==> config.mk <==
export PLATFORM = sky130hd
export DESIGN_NAME = io_slink_frame_rd
export DESIGN_NICKNAME = d
export VERILOG_FILES = /design/src/rtl/io_slink_frame_rd_pkg.sv /design/src/rtl/io_slink_pgctl.sv /design/src/rtl/io_slink_frame_rd.sv
export SDC_FILE = /design/constraint.sdc
export NUM_CORES = 1
export LEC_CHECK = 0
export BUFFER_PORTS_ARGS = -buffer_cell sky130_fd_sc_hd__buf_2
export CAP_MARGIN = 20
export CORE_AREA = 2 2 118 120
export DETAILED_ROUTE_END_ITERATION = 8
export DIE_AREA = 0 0 120 122
export PLACE_DENSITY = 0.88
export SLEW_MARGIN = 40
export SYNTH_ARGS = -nofsm -noshare
export SYNTH_HDL_FRONTEND = slang
export SYNTH_SLANG_ARGS = --single-unit
==> constraint.sdc <==
create_clock -name clk_125m -period 3.5 [get_ports clk_125m]
set_clock_uncertainty 0.2 [all_clocks]
set_input_delay 0.7 -clock clk_125m [delete_from_list [all_inputs] [get_ports clk_125m]]
set_output_delay 0.7 -clock clk_125m [all_outputs]
set_load 0.01 [all_outputs]
==> src/rtl/io_slink_frame_rd_pkg.sv <==
// Shared types and constants for the SLINK frame reader.
package io_slink_frame_rd_pkg;

    localparam int unsigned WORD_W  = 16;
    localparam int unsigned FRAME_W = 18;
    localparam int unsigned SOP_BIT = 17;
    localparam int unsigned EOP_BIT = 16;

    localparam logic [2:0] ERR_NONE   = 3'd0;
    localparam logic [2:0] ERR_ORPHAN = 3'd1;
    localparam logic [2:0] ERR_SOP    = 3'd2;
    localparam logic [2:0] ERR_LEN    = 3'd3;
    localparam logic [2:0] ERR_SUM    = 3'd4;
    localparam logic [2:0] ERR_TMO    = 3'd5;
    localparam logic [2:0] ERR_DST    = 3'd6;

    typedef enum logic [2:0] {
        ST_IDLE,
        ST_HDR,
        ST_PLD,
        ST_SUM,
        ST_DROP
    } state_e;

    // Bit layout matches SOP_BIT/EOP_BIT above.
    typedef struct packed {
        logic              sop;
        logic              eop;
        logic [WORD_W-1:0] word;
    } slink_word_t;

    function automatic logic [15:0] sat_inc(input logic [15:0] v);
        return (v == 16'hFFFF) ? v : v + 16'd1;
    endfunction

endpackage

==> src/rtl/io_slink_pgctl.sv <==
// Ping-pong page ownership: busy flags, write page, release/commit arbitration, pop gating.
module io_slink_pgctl (
    input  logic       clk,
    input  logic       rst,
    input  logic       empty,
    input  logic       dval,
    input  logic       eop,
    input  logic       commit,
    input  logic [1:0] page_release,
    output logic       rdreq_c,
    output logic       wr_page,
    output logic [1:0] page_busy
);

    logic [1:0] busy_d;

    // Commit wins over a same-cycle release of the page being filled.
    always_comb begin
        busy_d = page_busy & ~page_release;
        if (commit) begin
            busy_d[wr_page] = 1'b1;
        end
    end

    always_ff @(posedge clk) begin
        if (rst) begin
            page_busy <= 2'b00;
            wr_page   <= 1'b0;
        end else begin
            page_busy <= busy_d;
            if (commit) begin
                wr_page <= ~wr_page;
            end
        end
    end

    // Stop popping once a frame ends while the other page is still held.
    assign rdreq_c = !empty && !page_busy[wr_page] && !(dval && eop && page_busy[~wr_page]);

endmodule

==> src/rtl/io_slink_frame_rd.sv <==
// SLINK frame reader: pops framed words, checks length/checksum, fills ping-pong pages.
// Optional destination filtering under `IO_SLINK_FRAME_DST_CHK_EN.
module io_slink_frame_rd
    import io_slink_frame_rd_pkg::*;
#(
    parameter logic [1:0]  CARD_TYPE = 2'b00,
    parameter int unsigned PAGE_AW   = 9,
    parameter int unsigned MAX_LEN   = 256,
    parameter int unsigned TMO_CYC   = 1000
) (
    input  logic               clk_125m,
    input  logic               rst_125m,
    input  logic               slink_mm_empty,
    input  logic               slink_mm_dval,
    input  logic [17:0]        slink_mm_data,
    output logic               mm_slink_rdreq,
    input  logic [7:0]         self_addr,
    output logic               ram_wr_en,
    output logic [PAGE_AW:0]   ram_wr_addr,
    output logic [15:0]        ram_wr_data,
    output logic               frm_rdy,
    output logic               frm_page,
    output logic [15:0]        frm_len,
    output logic [7:0]         frm_type,
    input  logic [1:0]         page_release,
    output logic [1:0]         page_busy,
    output logic               frm_err,
    output logic [2:0]         err_code,
    output logic [15:0]        frm_ok_cnt,
    output logic [15:0]        err_cnt
);

    localparam int unsigned IDX_W = PAGE_AW + 1;
    localparam int unsigned TMO_W = $clog2(TMO_CYC + 1);

    slink_word_t       rx;
    logic              rdreq_c;
    logic              wr_page;
    logic              commit_c;
    logic              drop_c;
    logic              dst_bad_c;
    logic              unused_ok;
    logic [2:0]        code_c;
    state_e            state_q, state_d;
    logic [WORD_W-1:0] sum_q, sum_d;
    logic [WORD_W-1:0] len_q, len_d;
    logic [WORD_W-1:0] w0_q, w0_d;
    logic [IDX_W-1:0]  idx_q, idx_d;
    logic [TMO_W-1:0]  tmo_q, tmo_d;
    logic              wr_en_d;
    logic [IDX_W-1:0]  wr_addr_d;
    logic [WORD_W-1:0] wr_data_d;

    assign rx             = slink_mm_data;
    assign mm_slink_rdreq = rdreq_c;

`ifdef IO_SLINK_FRAME_DST_CHK_EN
    assign dst_bad_c = (w0_q[15:8] != self_addr) && (w0_q[15:8] != 8'hFF);
    assign unused_ok = ^{1'b0, CARD_TYPE};
`else
    assign dst_bad_c = 1'b0;
    assign unused_ok = ^{1'b0, CARD_TYPE, self_addr, w0_q[15:8]};
`endif

    io_slink_pgctl u_pgctl (
        .clk          (clk_125m),
        .rst          (rst_125m),
        .empty        (slink_mm_empty),
        .dval         (slink_mm_dval),
        .eop          (rx.eop),
        .commit       (commit_c),
        .page_release (page_release),
        .rdreq_c      (rdreq_c),
        .wr_page      (wr_page),
        .page_busy    (page_busy)
    );

    // Frame parser: next state, datapath updates and commit/drop decisions.
    always_comb begin
        state_d   = state_q;
        sum_d     = sum_q;
        len_d     = len_q;
        w0_d      = w0_q;
        idx_d     = idx_q;
        tmo_d     = tmo_q;
        wr_en_d   = 1'b0;
        wr_addr_d = ram_wr_addr;
        wr_data_d = ram_wr_data;
        commit_c  = 1'b0;
        drop_c    = 1'b0;
        code_c    = ERR_NONE;

        if (slink_mm_dval) begin
            tmo_d = '0;
            if (rx.sop) begin
                // Any sop restarts parsing; inside a frame it also drops the old one.
                if (state_q != ST_IDLE) begin
                    drop_c = 1'b1;
                    code_c = ERR_SOP;
                end
                state_d = ST_HDR;
                sum_d   = rx.word;
                w0_d    = rx.word;
                idx_d   = '0;
            end else begin
                case (state_q)
                    ST_IDLE: begin
                        drop_c = 1'b1;
                        code_c = ERR_ORPHAN;
                    end
                    ST_HDR: begin
                        sum_d = sum_q + rx.word;
                        len_d = rx.word;
                        if (rx.eop || (rx.word > WORD_W'(MAX_LEN))) begin
                            drop_c  = 1'b1;
                            code_c  = ERR_LEN;
                            state_d = ST_IDLE;
                        end else if (dst_bad_c) begin
                            state_d = ST_DROP;
                        end else if (rx.word == '0) begin
                            state_d = ST_SUM;
                        end else begin
                            state_d = ST_PLD;
                        end
                    end
                    ST_PLD: begin
                        if (rx.eop) begin
                            drop_c  = 1'b1;
                            code_c  = ERR_LEN;
                            state_d = ST_IDLE;
                        end else begin
                            sum_d     = sum_q + rx.word;
                            wr_en_d   = 1'b1;
                            wr_addr_d = {wr_page, idx_q[PAGE_AW-1:0]};
                            wr_data_d = rx.word;
                            idx_d     = idx_q + IDX_W'(1);
                            if ((WORD_W'(idx_q) + WORD_W'(1)) == len_q) begin
                                state_d = ST_SUM;
                            end
                        end
                    end
                    ST_SUM: begin
                        state_d = ST_IDLE;
                        if (!rx.eop) begin
                            drop_c = 1'b1;
                            code_c = ERR_LEN;
                        end else if (rx.word != sum_q) begin
                            drop_c = 1'b1;
                            code_c = ERR_SUM;
                        end else begin
                            commit_c = 1'b1;
                        end
                    end
                    ST_DROP: begin
                        if (rx.eop) begin
                            drop_c  = 1'b1;
                            code_c  = ERR_DST;
                            state_d = ST_IDLE;
                        end
                    end
                    default: state_d = ST_IDLE;
                endcase
            end
        end else if (state_q != ST_IDLE) begin
            if (tmo_q == TMO_W'(TMO_CYC - 1)) begin
                drop_c  = 1'b1;
                code_c  = ERR_TMO;
                state_d = ST_IDLE;
                tmo_d   = '0;
            end else begin
                tmo_d = tmo_q + TMO_W'(1);
            end
        end

        if (drop_c && !rx.sop) begin
            idx_d = '0;
        end
    end

    always_ff @(posedge clk_125m) begin
        if (rst_125m) begin
            state_q     <= ST_IDLE;
            sum_q       <= '0;
            len_q       <= '0;
            w0_q        <= '0;
            idx_q       <= '0;
            tmo_q       <= '0;
            ram_wr_en   <= 1'b0;
            ram_wr_addr <= '0;
            ram_wr_data <= '0;
            frm_rdy     <= 1'b0;
            frm_page    <= 1'b0;
            frm_len     <= '0;
            frm_type    <= '0;
            frm_err     <= 1'b0;
            err_code    <= '0;
            frm_ok_cnt  <= '0;
            err_cnt     <= '0;
        end else begin
            state_q     <= state_d;
            sum_q       <= sum_d;
            len_q       <= len_d;
            w0_q        <= w0_d;
            idx_q       <= idx_d;
            tmo_q       <= tmo_d;
            ram_wr_en   <= wr_en_d;
            ram_wr_addr <= wr_addr_d;
            ram_wr_data <= wr_data_d;
            frm_rdy     <= commit_c;
            frm_err     <= drop_c;
            if (commit_c) begin
                frm_page   <= wr_page;
                frm_len    <= len_q;
                frm_type   <= w0_q[7:0];
                frm_ok_cnt <= sat_inc(frm_ok_cnt);
            end
            if (drop_c) begin
                err_code <= code_c;
                err_cnt  <= sat_inc(err_cnt);
            end
        end
    end

endmodule

==> results of run 1 <==
stage by stage:
step	setup WS [ns]	hold WS, ns	utilization [%]
after global placement	0.1799	0.2409	61.04
final	0.5026	0.2537	65.49
after global routing	0.3586	0.2753	65.49
after floorplan	0.3525	0.2356	-
after CTS	0.5397	0.2543	65.39
after detailed placement	0.1068	0.2461	61.04
cells in the final DEF (no fill, tap or decap), drive strengths merged, types with 6 or more instances in the layout:
master  netlist  routed
or3           8       8
nor3         24      24
o21ai        24      24
or4           6       6
o21a          6       6
ha           23      23
and3          8       8
nor4         16      16
clkinv        1       7
xor2         22      22
dfxtp       154     154
nand4        15      15
a21oi        90      90
a211oi       16      16
a21o          6       6
nand3        25      25
xnor2        35      35
buf           6     134
nor2b         8       8
clkbuf       50      19
inv          15      17
nor2        106     106
and2          8       8
nand2b        6       6
nand2       146     146
mux2i        31      31
power breakdown:
| group | switching (mW) | total (mW) | internal [mW] |
|---|---|---|---|
| logic | 0.249 | 0.412 | 0.163 |
| clock network | 0.741 | 1.81 | 1.07 |
| registers | 0.0236 | 1.81 | 1.78 |
layer usage:
layer / part of all wire [%] / GRT usage (%)
met5: 0 / 0
met4: 2.6 / 10.29
met3: 8.0 / 5.899
met2: 47 / 41.62
met1: 43 / 33.61
how the worst min path moves through the flow:
stage | cells after the start | slack, ns | startpoint | end
6_report | 2 | 0.25 | ram_wr_addr[1] | ram_wr_addr[1]
5_1_grt | 2 | 0.28 | ram_wr_addr[2] | ram_wr_addr[2]
4_1_cts | 2 | 0.25 | ram_wr_addr[1] | ram_wr_addr[1]
3_5_place_dp | 2 | 0.25 | ram_wr_addr[1] | ram_wr_addr[1]
3_3_place_gp | 2 | 0.24 | ram_wr_data[0] | ram_wr_data[0]
2_1_floorplan | 2 | 0.24 | sum_q[11] | sum_q[11]
critical path: stages:
cell and delay (ns):
buf_2 0.13, ha_1 0.38, or4_4 0.58, nor4_4 0.23, and3b_2 0.32, o31a_1 0.35, nand3_1 0.17, xor2_1 0.18
nor2_1 0.05
registers in the layout, indices dropped and copies added (netlist names), 10 cells and up:
signal,count
err_cnt,16
frm_len,16
frm_ok_cnt,16
len_q,16
ram_wr_data,16
sum_q,16
idx_q,10
ram_wr_addr,10
tmo_q,10
cell type report:
| class | count | area, µm² |
|---|---|---|
| inverters | 16 | 60.06 |
| well taps | 180 | 225.2 |
| repair buffers | 134 | 737.0 |
| flip-flops and latches | 154 | 3083 |
| fillers | 1078 | 4661 |
| clock buffers | 19 | 442.9 |
| clock inverters | 13 | 143.9 |
| multi-input cells | 690 | 4151 |
logic make-up (layout without fill, tap and decap cells):
family          after synthesis  after routing
compound gates              177            177
xor+xnor                     57             57
fa+ha+maj                    24             24
buf+inv                      72            182
flops                       154            154
mux                          32             32
simple gates                400            400
==> flow_metrics.env, run 1 <==
export IMPL_outcome="finished clean"
export IMPL_crit_reg2reg_capture="frm_ok_cnt[6]"
export IMPL_synth_top_area_cell="dfxtp_1"
export IMPL_fmax_mhz=333.6
export IMPL_crit_end="frm_ok_cnt[6]"
export IMPL_drc=0
export IMPL_wirelength_mm=18.75
export IMPL_worst_ep_required_time_ns=3.61
export IMPL_setup_violations=0
export IMPL_stdcell_count=1206
export IMPL_synth_cell_area_um2=7516
export IMPL_die_x_um=120
export IMPL_initialDrtViolationCount=506
export IMPL_cts_tree="done"
export IMPL_cellPowerDensity_nw_per_um2=456.1
export IMPL_dieHeight_um=122
export IMPL_drv_slew=0
export IMPL_antenna_found_initial=0
export IMPL_maxSlewHeadroom_pct=58.18
export IMPL_ir_drop_mv=0.2983
export IMPL_n_antenna_cell=0
export IMPL_viasPerCell=5.836
export IMPL_synth_top_area_share_pct=41.02
export IMPL_start_util_pct=55.66
export IMPL_portBuffers=115
export IMPL_place_gp_congestion=0.9578
export IMPL_min_period_ns=2.997
export IMPL_crit_start="slink_mm_data[9]"
export IMPL_avgSynthCellArea_um2=8.205
export IMPL_cp_max_fo=8
export IMPL_cts_root_buf="clkbuf_16"
export IMPL_hold_viol=0
export IMPL_drive_gt1_share_pct=18.03
export IMPL_finalPower_mw=4.034
export IMPL_firstDrtPassIters=6
export IMPL_synth_seq_cells=154
export IMPL_grt_max_degree=80
export IMPL_yosysWarningCount=0
export IMPL_synth_area_mux_share_pct=4.278
export IMPL_synth_most_common_cell="dfxtp_1"
export IMPL_clkTransAtPathRegs_ns=0.06
export IMPL_core_um2=13500
export IMPL_ys_top_cells_by_area="dfxtp_1 (41%), nand2_1 (7.3%), a21oi_1 (6.0%)"
export IMPL_synthToLayoutAreaGrowth_pct=17.66
export IMPL_synth_top_family_by_area="simple AND/OR/NAND/NOR gates"
export IMPL_numCtsBuffers=17
export IMPL_hold_path_class="reg -> reg"
export IMPL_cellLeakagePower_nw=3.521
export IMPL_groute_usage_overall_pct=25.81
export IMPL_maxCapViolCount=0
export IMPL_clockBufferDepth=2
export IMPL_synth_nets=972
export IMPL_worstPathArrival_ns=3.11
export IMPL_dp_final_hpwl_mm=13.08
export IMPL_cp_start_kind="input pin"
export IMPL_synthCells=916
export IMPL_r2r_start="sum_q[9]"
export IMPL_synth_xor_xnor_area_share_pct=6.642
export IMPL_place_inst=1174
export IMPL_final_nets=1069
export IMPL_hold_buffers=0
export IMPL_ys_flop_type="dfxtp_1"
export IMPL_ys_seq_area_share_pct=41.02
export IMPL_clock_sinks=154
export IMPL_ys_types=65
export IMPL_vias=7038
export IMPL_fin_area_um2=8843
export IMPL_h_tree_depth=4
export IMPL_synth_adder_area_share_pct=4.095
export IMPL_placed_cell_area_um2=8243
export IMPL_async_reset_ff_share_pct=0
export IMPL_synth_compound_area_share_pct=14.60
export IMPL_grt_overflow=0
export IMPL_io_pin_count=124
export IMPL_rsz0062_at_grt="false"
export IMPL_ff2ff_setup_slack_ns=0.62
export IMPL_postRouteAntennaNets=0
export IMPL_grt_pass1_wl_mm=30.42
export IMPL_worst_setup_path_type="in -> reg"
export IMPL_fin_crit_sh_pct=85.64
export IMPL_die_area_um2=14640
export IMPL_synthSimpleGateAreaFrac_pct=25.47
export IMPL_r2r_cells=8
export IMPL_synth_edff_count=0
export IMPL_fin_setup_tns_ns=0
export IMPL_detail_route_wl_per_cell_um=15.55
export IMPL_ctsResizeCount=0
export IMPL_num_rows=43
export IMPL_clkLatencyLatePin_ns=0.43
export IMPL_post_cts_buffers=0
export IMPL_endpoint_kind="register"
export IMPL_grt_pass1_vias=6371
export IMPL_worst_slew_pin_slew_ns=0.6272
export IMPL_synthTopCellsByCount="dfxtp_1 (154), nand2_1 (146), nor2_1 (105)"
Power figures use the tool's default switching activity.
==> inputs of run 2 (changes only) <==
--- a/config.mk
+++ b/config.mk
@@ -5,12 +5,13 @@
 export SDC_FILE = /design/constraint.sdc
 export NUM_CORES = 1
 export LEC_CHECK = 0
+export ABC_AREA = 1
 export BUFFER_PORTS_ARGS = -buffer_cell sky130_fd_sc_hd__buf_2
 export CAP_MARGIN = 20
-export CORE_AREA = 2 2 118 120
+export CORE_AREA = 2 2 120 122
 export DETAILED_ROUTE_END_ITERATION = 8
-export DIE_AREA = 0 0 120 122
-export PLACE_DENSITY = 0.88
+export DIE_AREA = 0 0 122 124
+export PLACE_DENSITY = 0.87
 export SLEW_MARGIN = 40
 export SYNTH_ARGS = -nofsm -noshare
 export SYNTH_HDL_FRONTEND = slang
==> run 2 against run 1 <==
- first-iteration DRC count up 52%
- utilization is 1.1 points higher
- sequential share of layout area down 1.1 points
- global-route usage up 2.0 points
==> flow_metrics.env, run 2 <==
export IMPL_synth_edff_count=0
export IMPL_fmax_mhz=364.3
export IMPL_numCtsBuffers=17
export IMPL_finish_utilization_pct=66.58
export IMPL_grt_pass1_wl_mm=33.18
export IMPL_cellLeakagePower_nw=4.077
export IMPL_outcome="finished clean"
export IMPL_endpoint_kind="register"
export IMPL_synthToLayoutAreaGrowth_pct=17.95
export IMPL_maxCapViolCount=0
export IMPL_vias=7688
export IMPL_detail_route_wl_per_cell_um=14.69
export IMPL_die_area_um2=15130
export IMPL_clkLatencyLatePin_ns=0.43
export IMPL_io_pin_count=124
export IMPL_drc=0
export IMPL_clkPwrFrac_pct=48.3
export IMPL_fin_area_um2=9135
export IMPL_drv_slew=0
export IMPL_yosysWarningCount=0
export IMPL_synth_nets=1158
export IMPL_rsz0062_at_grt="false"
export IMPL_ys_types=44
export IMPL_clkTransAtPathRegs_ns=0.06
export IMPL_min_from="err_code[2]"
export IMPL_final_nets=1258
export IMPL_wirelength_mm=20.50
export IMPL_cts_tree="done"
export IMPL_mostFrequentLayoutCells="nand2_1 (180), dfxtp_1 (154), inv_1 (132)"
export IMPL_synth_top_area_cell="dfxtp_1"
export IMPL_ys_flop_type="dfxtp_1"
export IMPL_ctsResizeCount=0
export IMPL_synth_seq_cells=154
export IMPL_n_antenna_cell=0
export IMPL_p_int_mw=3.361
export IMPL_groute_usage_overall_pct=27.80
export IMPL_p_seq_share_pct=41.4
export IMPL_drive_gt1_share_pct=14.81
export IMPL_synth_top_area_share_pct=39.81
export IMPL_async_reset_ff_share_pct=0
export IMPL_cp_max_fo=14
export IMPL_worst_ep_required_time_ns=3.61
export IMPL_ys_top_cells_by_area="dfxtp_1 (40%), nand2_1 (8.7%), a21oi_1 (8.3%)"
export IMPL_start_util_pct=56.45
export IMPL_core_um2=13720
export IMPL_ff2ff_setup_slack_ns=0.86
export IMPL_grt_pass1_vias=7147
export IMPL_worst_setup_path_type="in -> reg"
export IMPL_ys_seq_area_share_pct=39.81
export IMPL_layout_commonest_cell="nand2_1"
export IMPL_firstDrtPassIters=6
export IMPL_min_to="err_code[2]"
export IMPL_placed_cell_area_um2=8441
export IMPL_grt_overflow=0
export IMPL_clockBufferDepth=2
export IMPL_cp_start_kind="input pin"
export IMPL_pwr_share_comb_pct=10.3
export IMPL_holdPathStages=2
export IMPL_r2r_start="sum_q[13]"
export IMPL_cts_root_buf="clkbuf_16"
export IMPL_synthCells=1102
export IMPL_fin_setup_tns_ns=0
export IMPL_initialDrtViolationCount=770
export IMPL_antenna_found_initial=0
export IMPL_clock_sinks=154
export IMPL_grt_max_degree=77
export IMPL_hold_buffers=0
export IMPL_dieHeight_um=124
export IMPL_r2r_cells=13
export IMPL_postRouteAntennaNets=0
export IMPL_fillers=1141
export IMPL_avgSynthCellArea_um2=7.028
export IMPL_power_switching_mw=1.059
export IMPL_synth_cell_area_um2=7745
export IMPL_worst_slew_pin_slew_ns=0.7206
export IMPL_min_period_ns=2.745
export IMPL_viasPerCell=5.511
export IMPL_crit_reg2reg_capture="err_cnt[1]"
export IMPL_die_x_um=122
export IMPL_switching_share_pct=23.96
export IMPL_place_gp_congestion=0.9070
export IMPL_synth_most_common_cell="nand2_1"
export IMPL_portBuffers=115
export IMPL_post_cts_buffers=0
export IMPL_synthTopCellsByCount="nand2_1 (180), dfxtp_1 (154), inv_1 (133)"
export IMPL_fin_crit_sh_pct=78.44
export IMPL_ir_drop_mv=0.3670
export IMPL_num_rows=43
export IMPL_h_tree_depth=4
export IMPL_cellPowerDensity_nw_per_um2=483.8
export IMPL_setup_violations=0
export IMPL_maxSlewHeadroom_pct=51.84
export IMPL_hold_path_class="reg -> reg"
export IMPL_worstPathArrival_ns=2.86
export IMPL_hold_viol=0
export IMPL_dp_final_hpwl_mm=14.48
[run 2: cell count changes after synthesis, moves of 10 or more]
cell | previous run | this run
a211oi_1 | 14 | 1
o21ai_0 | 23 | 109
buf_2 | 2 | 12
a21oi_1 | 90 | 128
mux2i_1 | 31 | 0
nand2_1 | 146 | 180
nor2_1 | 105 | 132
nand3_1 | 25 | 72
xnor2_1 | 35 | 12
inv_1 | 15 | 133
clkbuf_1 | 49 | 29
[run 2: area by class of cell]
class                   instances  area [µm²]  area share (%)
flip-flops and latches        154        3083           33.75
repair buffers                128       685.7           7.506
multi-input cells             765        3936           43.09
clock buffers                  21       480.5           5.260
clock inverters                11       214.0           2.342
well taps                     180       225.2           2.465
inverters                     136       510.5           5.588
[run 2: power by group through the flow]
| stage | sequential [mW] | combinational [mW] | clock, mW |
|---|---|---|---|
| detailed placement | 1.86 | 0.444 | 0 |
| CTS | 1.83 | 0.451 | 2.15 |
| floorplan | 1.86 | 0.322 | 0 |
| finish | 1.83 | 0.457 | 2.13 |
| global route | 1.83 | 0.514 | 2.23 |
| global placement | 1.86 | 0.434 | 0 |
[run 2: how the worst max path moves through the flow]
stage | from | to | slack, ns | cells after the start
floorplan | slink_mm_data[0] | sum_q[12] | 0.97 | 11
global placement | slink_mm_data[0] | sum_q[12] | 0.56 | 12
detailed placement | slink_mm_data[0] | sum_q[12] | 0.53 | 12
CTS | slink_mm_data[13] | err_cnt[1] | 0.85 | 14
global route | slink_mm_data[10] | err_cnt[1] | 0.67 | 14
finish | slink_mm_data[10] | err_cnt[1] | 0.75 | 14
[run 2: routing by layer]
layer / wire [µm] / part of all wire (%) / track usage, %
met4: 471 / 2.3 / 10.42
met2: 9758 / 48 / 46.58
met1: 8957 / 44 / 35.50
met5: 0 / 0 / 0
met3: 1310 / 6.4 / 5.632
[run 2: cell families (layout without fill, tap and decap cells)]
family / after synthesis / count (layout) / share of synthesized area (%)
DFF: 154 / 154 / 39.81
buffers and inverters: 183 / 296 / 9.402
AOI/OAI and AO/OA: 266 / 266 / 18.14
xor gates and xnor gates: 34 / 34 / 3.845
and+or+nand+nor: 441 / 441 / 24.83
adders and majority gates: 24 / 24 / 3.974
[run 2: critical path: stages]
cell	delay (ns)
buf_2	0.16
ha_1	0.38
nor2_1	0.12
nand3_1	0.08
nor2_1	0.13
nand3_2	0.15
inv_1	0.12
nor2_1	0.06
a21oi_2	0.14
nand3_2	0.15
nand2_2	0.27
inv_1	0.12
nor2_1	0.18
nor2_1	0.09
[run 2: stage by stage]
step	power (mW)	hold slack [ns]	setup WS, ns	cells
global route	4.571	0.2978	0.6663	1395
floorplan	2.185	0.2436	0.9735	1102
CTS	4.432	0.2693	0.8481	1395
detailed placement	2.308	0.2572	0.5331	1363
finish	4.420	0.2701	0.7547	1395
global placement	2.297	0.2471	0.5623	1363
==> inputs of run 3 (changes only) <==
--- a/config.mk
+++ b/config.mk
@@ -5,13 +5,13 @@
 export SDC_FILE = /design/constraint.sdc
 export NUM_CORES = 1
 export LEC_CHECK = 0
-export ABC_AREA = 1
+export ABC_AREA = 0
 export BUFFER_PORTS_ARGS = -buffer_cell sky130_fd_sc_hd__buf_2
 export CAP_MARGIN = 20
-export CORE_AREA = 2 2 120 122
+export CORE_AREA = 2 2 118 120
 export DETAILED_ROUTE_END_ITERATION = 8
-export DIE_AREA = 0 0 122 124
-export PLACE_DENSITY = 0.87
+export DIE_AREA = 0 0 120 122
+export PLACE_DENSITY = 0.88
 export SLEW_MARGIN = 40
 export SYNTH_ARGS = -nofsm -noshare
 export SYNTH_HDL_FRONTEND = slang
==> constraint.sdc (replaced) <==
create_clock -name clk_125m -period 2.65 [get_ports clk_125m]
set_clock_uncertainty 0.2 [all_clocks]
set_input_delay 0.53 -clock clk_125m [delete_from_list [all_inputs] [get_ports clk_125m]]
set_output_delay 0.53 -clock clk_125m [all_outputs]
set_load 0.01 [all_outputs]
==> run 3 against run 2 <==
- the run now ends with negative setup slack left
- setup slack lost 0.76 ns
- sequential cell count unchanged
- non-clock buffer count rose by 69
- combinational power rose by 47%
- cell count decreased by 9.1%
- sequential share of layout area is 1.5 points lower
- via count down 3.4%
- register-to-register slack worse by 0.86 ns
- total power is 26% higher
- largest cell class unchanged
- highest routed layer unchanged
==> flow_metrics.env, run 3 (same netlist as run 1, synthesis figures left out) <==
export IMPL_fillers=960
export IMPL_clkTransAtPathRegs_ns=0.06
export IMPL_io_pin_count=124
export IMPL_r2r_cells=9
export IMPL_fin_area_um2=9565
export IMPL_worstPathArrival_ns=2.77
export IMPL_outcome="complete, but fails checks"
export IMPL_groute_usage_overall_pct=28.47
export IMPL_start_util_pct=55.66
export IMPL_viasPerCell=5.855
export IMPL_crit_start="sum_q[11]"
export IMPL_grt_pass1_vias=6949
export IMPL_ir_drop_mv=0.4061
export IMPL_detail_route_wl_per_cell_um=16.78
export IMPL_clock_sinks=154
export IMPL_die_x_um=120
export IMPL_synthToLayoutAreaGrowth_pct=27.27
export IMPL_hold_viol=0
export IMPL_hold_path_class="in -> reg"
export IMPL_crit_end="frm_ok_cnt[4]"
export IMPL_finalPower_mw=5.556
export IMPL_mostFrequentLayoutCells="dfxtp_1 (150), nand2_1 (145), buf_2 (114)"
export IMPL_cellPowerDensity_nw_per_um2=580.8
export IMPL_finish_utilization_pct=70.83
export IMPL_maxCapViolCount=0
export IMPL_hold_buffers=0
export IMPL_clkLatencyLatePin_ns=0.43
export IMPL_layout_commonest_cell="dfxtp_1"
export IMPL_placed_cell_area_um2=8791
export IMPL_cts_root_buf="clkbuf_16"
export IMPL_antenna_found_initial=0
export IMPL_cp_start_kind="register"
export IMPL_grt_overflow=0
export IMPL_rsz0062_at_grt="true"
export IMPL_dp_final_hpwl_mm=14.23
export IMPL_maxSlewHeadroom_pct=55.76
export IMPL_crit_reg2reg_capture="frm_ok_cnt[4]"
export IMPL_final_nets=1132
export IMPL_n_antenna_cell=0
export IMPL_pre_cts_ws_ns=-0.4461
export IMPL_core_um2=13500
export IMPL_cp_max_fo=8
export IMPL_fin_ws_ns=-0.002269
export IMPL_postRouteAntennaNets=0
export IMPL_cts_tree="done"
export IMPL_min_period_ns=2.652
export IMPL_endpoint_kind="register"
export IMPL_drc=0
export IMPL_numCtsBuffers=17
export IMPL_fin_crit_sh_pct=100.1
export IMPL_grt_pass1_wl_mm=33.35
export IMPL_grt_max_degree=49
export IMPL_firstDrtPassIters=5
export IMPL_fmax_mhz=377.0
export IMPL_place_gp_congestion=0.8931
export IMPL_setup_violations=1
export IMPL_worst_setup_path_type="reg -> reg"
export IMPL_dieHeight_um=122
export IMPL_ff2ff_setup_slack_ns=-0.002
export IMPL_clockBufferDepth=2
export IMPL_initialDrtViolationCount=683
export IMPL_worst_ep_required_time_ns=2.77
export IMPL_wirelength_mm=21.28
export IMPL_die_area_um2=14640
export IMPL_drive_gt1_share_pct=25.37
export IMPL_portBuffers=115
export IMPL_num_rows=43
export IMPL_drv_slew=0
export IMPL_r2r_start="sum_q[11]"
export IMPL_h_tree_depth=4
export IMPL_vias=7424
export IMPL_violations="negative setup slack"
export IMPL_worst_slew_pin_slew_ns=0.6636
export IMPL_cellLeakagePower_nw=3.852
## run 3: cell types whose count changed in the layout (fill, tap and decap cells not counted), sizes merged, moves of 15 or more
| cell | change |
|---|---|
| nor2 | -29 |
| xnor2 | +23 |
| a211oi | +15 |
| nand2 | -36 |
| buf | +69 |
| mux2i | +31 |
| inv | -120 |
| a21oi | -40 |
| o21ai | -87 |
| nand3 | -49 |
## run 3: report_power, final
| group | internal, mW | switching [mW] | total (mW) |
|---|---|---|---|
| clock | 1.53 | 0.963 | 2.49 |
| combinational | 0.299 | 0.372 | 0.671 |
| sequential | 2.36 | 0.0359 | 2.39 |
## run 3: what timing repair did
action,CTS,global route
endpoints found under the setup margin,53,56
gates resized for setup,5,23
setup buffers,1,4
pin swaps,2,10
## run 3: layer usage
metal / global-route usage, % / vias to the layer above / share of wire [%]
met5: 0 / - / 0
met2: 46.77 / 328 / 48
met1: 35.74 / 3528 / 41
li1: - / 3503 / -
met3: 6.788 / 65 / 7.7
met4: 12.43 / 0 / 3.3
## run 3: critical path, stage by stage (launching register included)
cell and delay (ns):
dfxtp_2 0.35, ha_4 0.20, or4_4 0.56, nor4_4 0.19, and3b_2 0.35, o31a_1 0.22
buf_12 0.13, nand4_1 0.12, xor2_1 0.16, nor2_1 0.05
## run 3: layout make-up
class | count | area (µm²) | area share (%)
Multi-Input combinational cell | 690 | 4355 | 45.53
Sequential cell | 154 | 3088 | 32.28
Timing Repair Buffer | 197 | 1235 | 12.91
Clock buffer | 21 | 460.4 | 4.814
Tap cell | 180 | 225.2 | 2.354
Clock inverter | 10 | 141.4 | 1.478
Inverter | 16 | 60.06 | 0.6279
## run 3: worst min path at each step
stage	start	to	slack, ns	depth (start not counted)
6_report	page_release[1]	u_pgctl.page_busy[1]	0.15	3
5_1_grt	page_release[0]	u_pgctl.page_busy[0]	0.17	3
4_1_cts	page_release[1]	u_pgctl.page_busy[1]	0.15	3
3_5_place_dp	ram_wr_addr[6]	ram_wr_addr[6]	0.25	2
3_3_place_gp	ram_wr_data[2]	ram_wr_data[2]	0.24	2
2_1_floorplan	w0_q[0]	w0_q[0]	0.24	2
## run 3: per-stage QoR
step                cells   TNS [ns]  hold slack, ns
floorplan             916     -4.972          0.2360
global placement     1232     -20.03          0.2405
detailed placement   1232     -23.85          0.2455
CTS                  1264  -0.002619          0.1480
global route         1268     -1.546          0.1666
finish               1268  -0.002269          0.1546
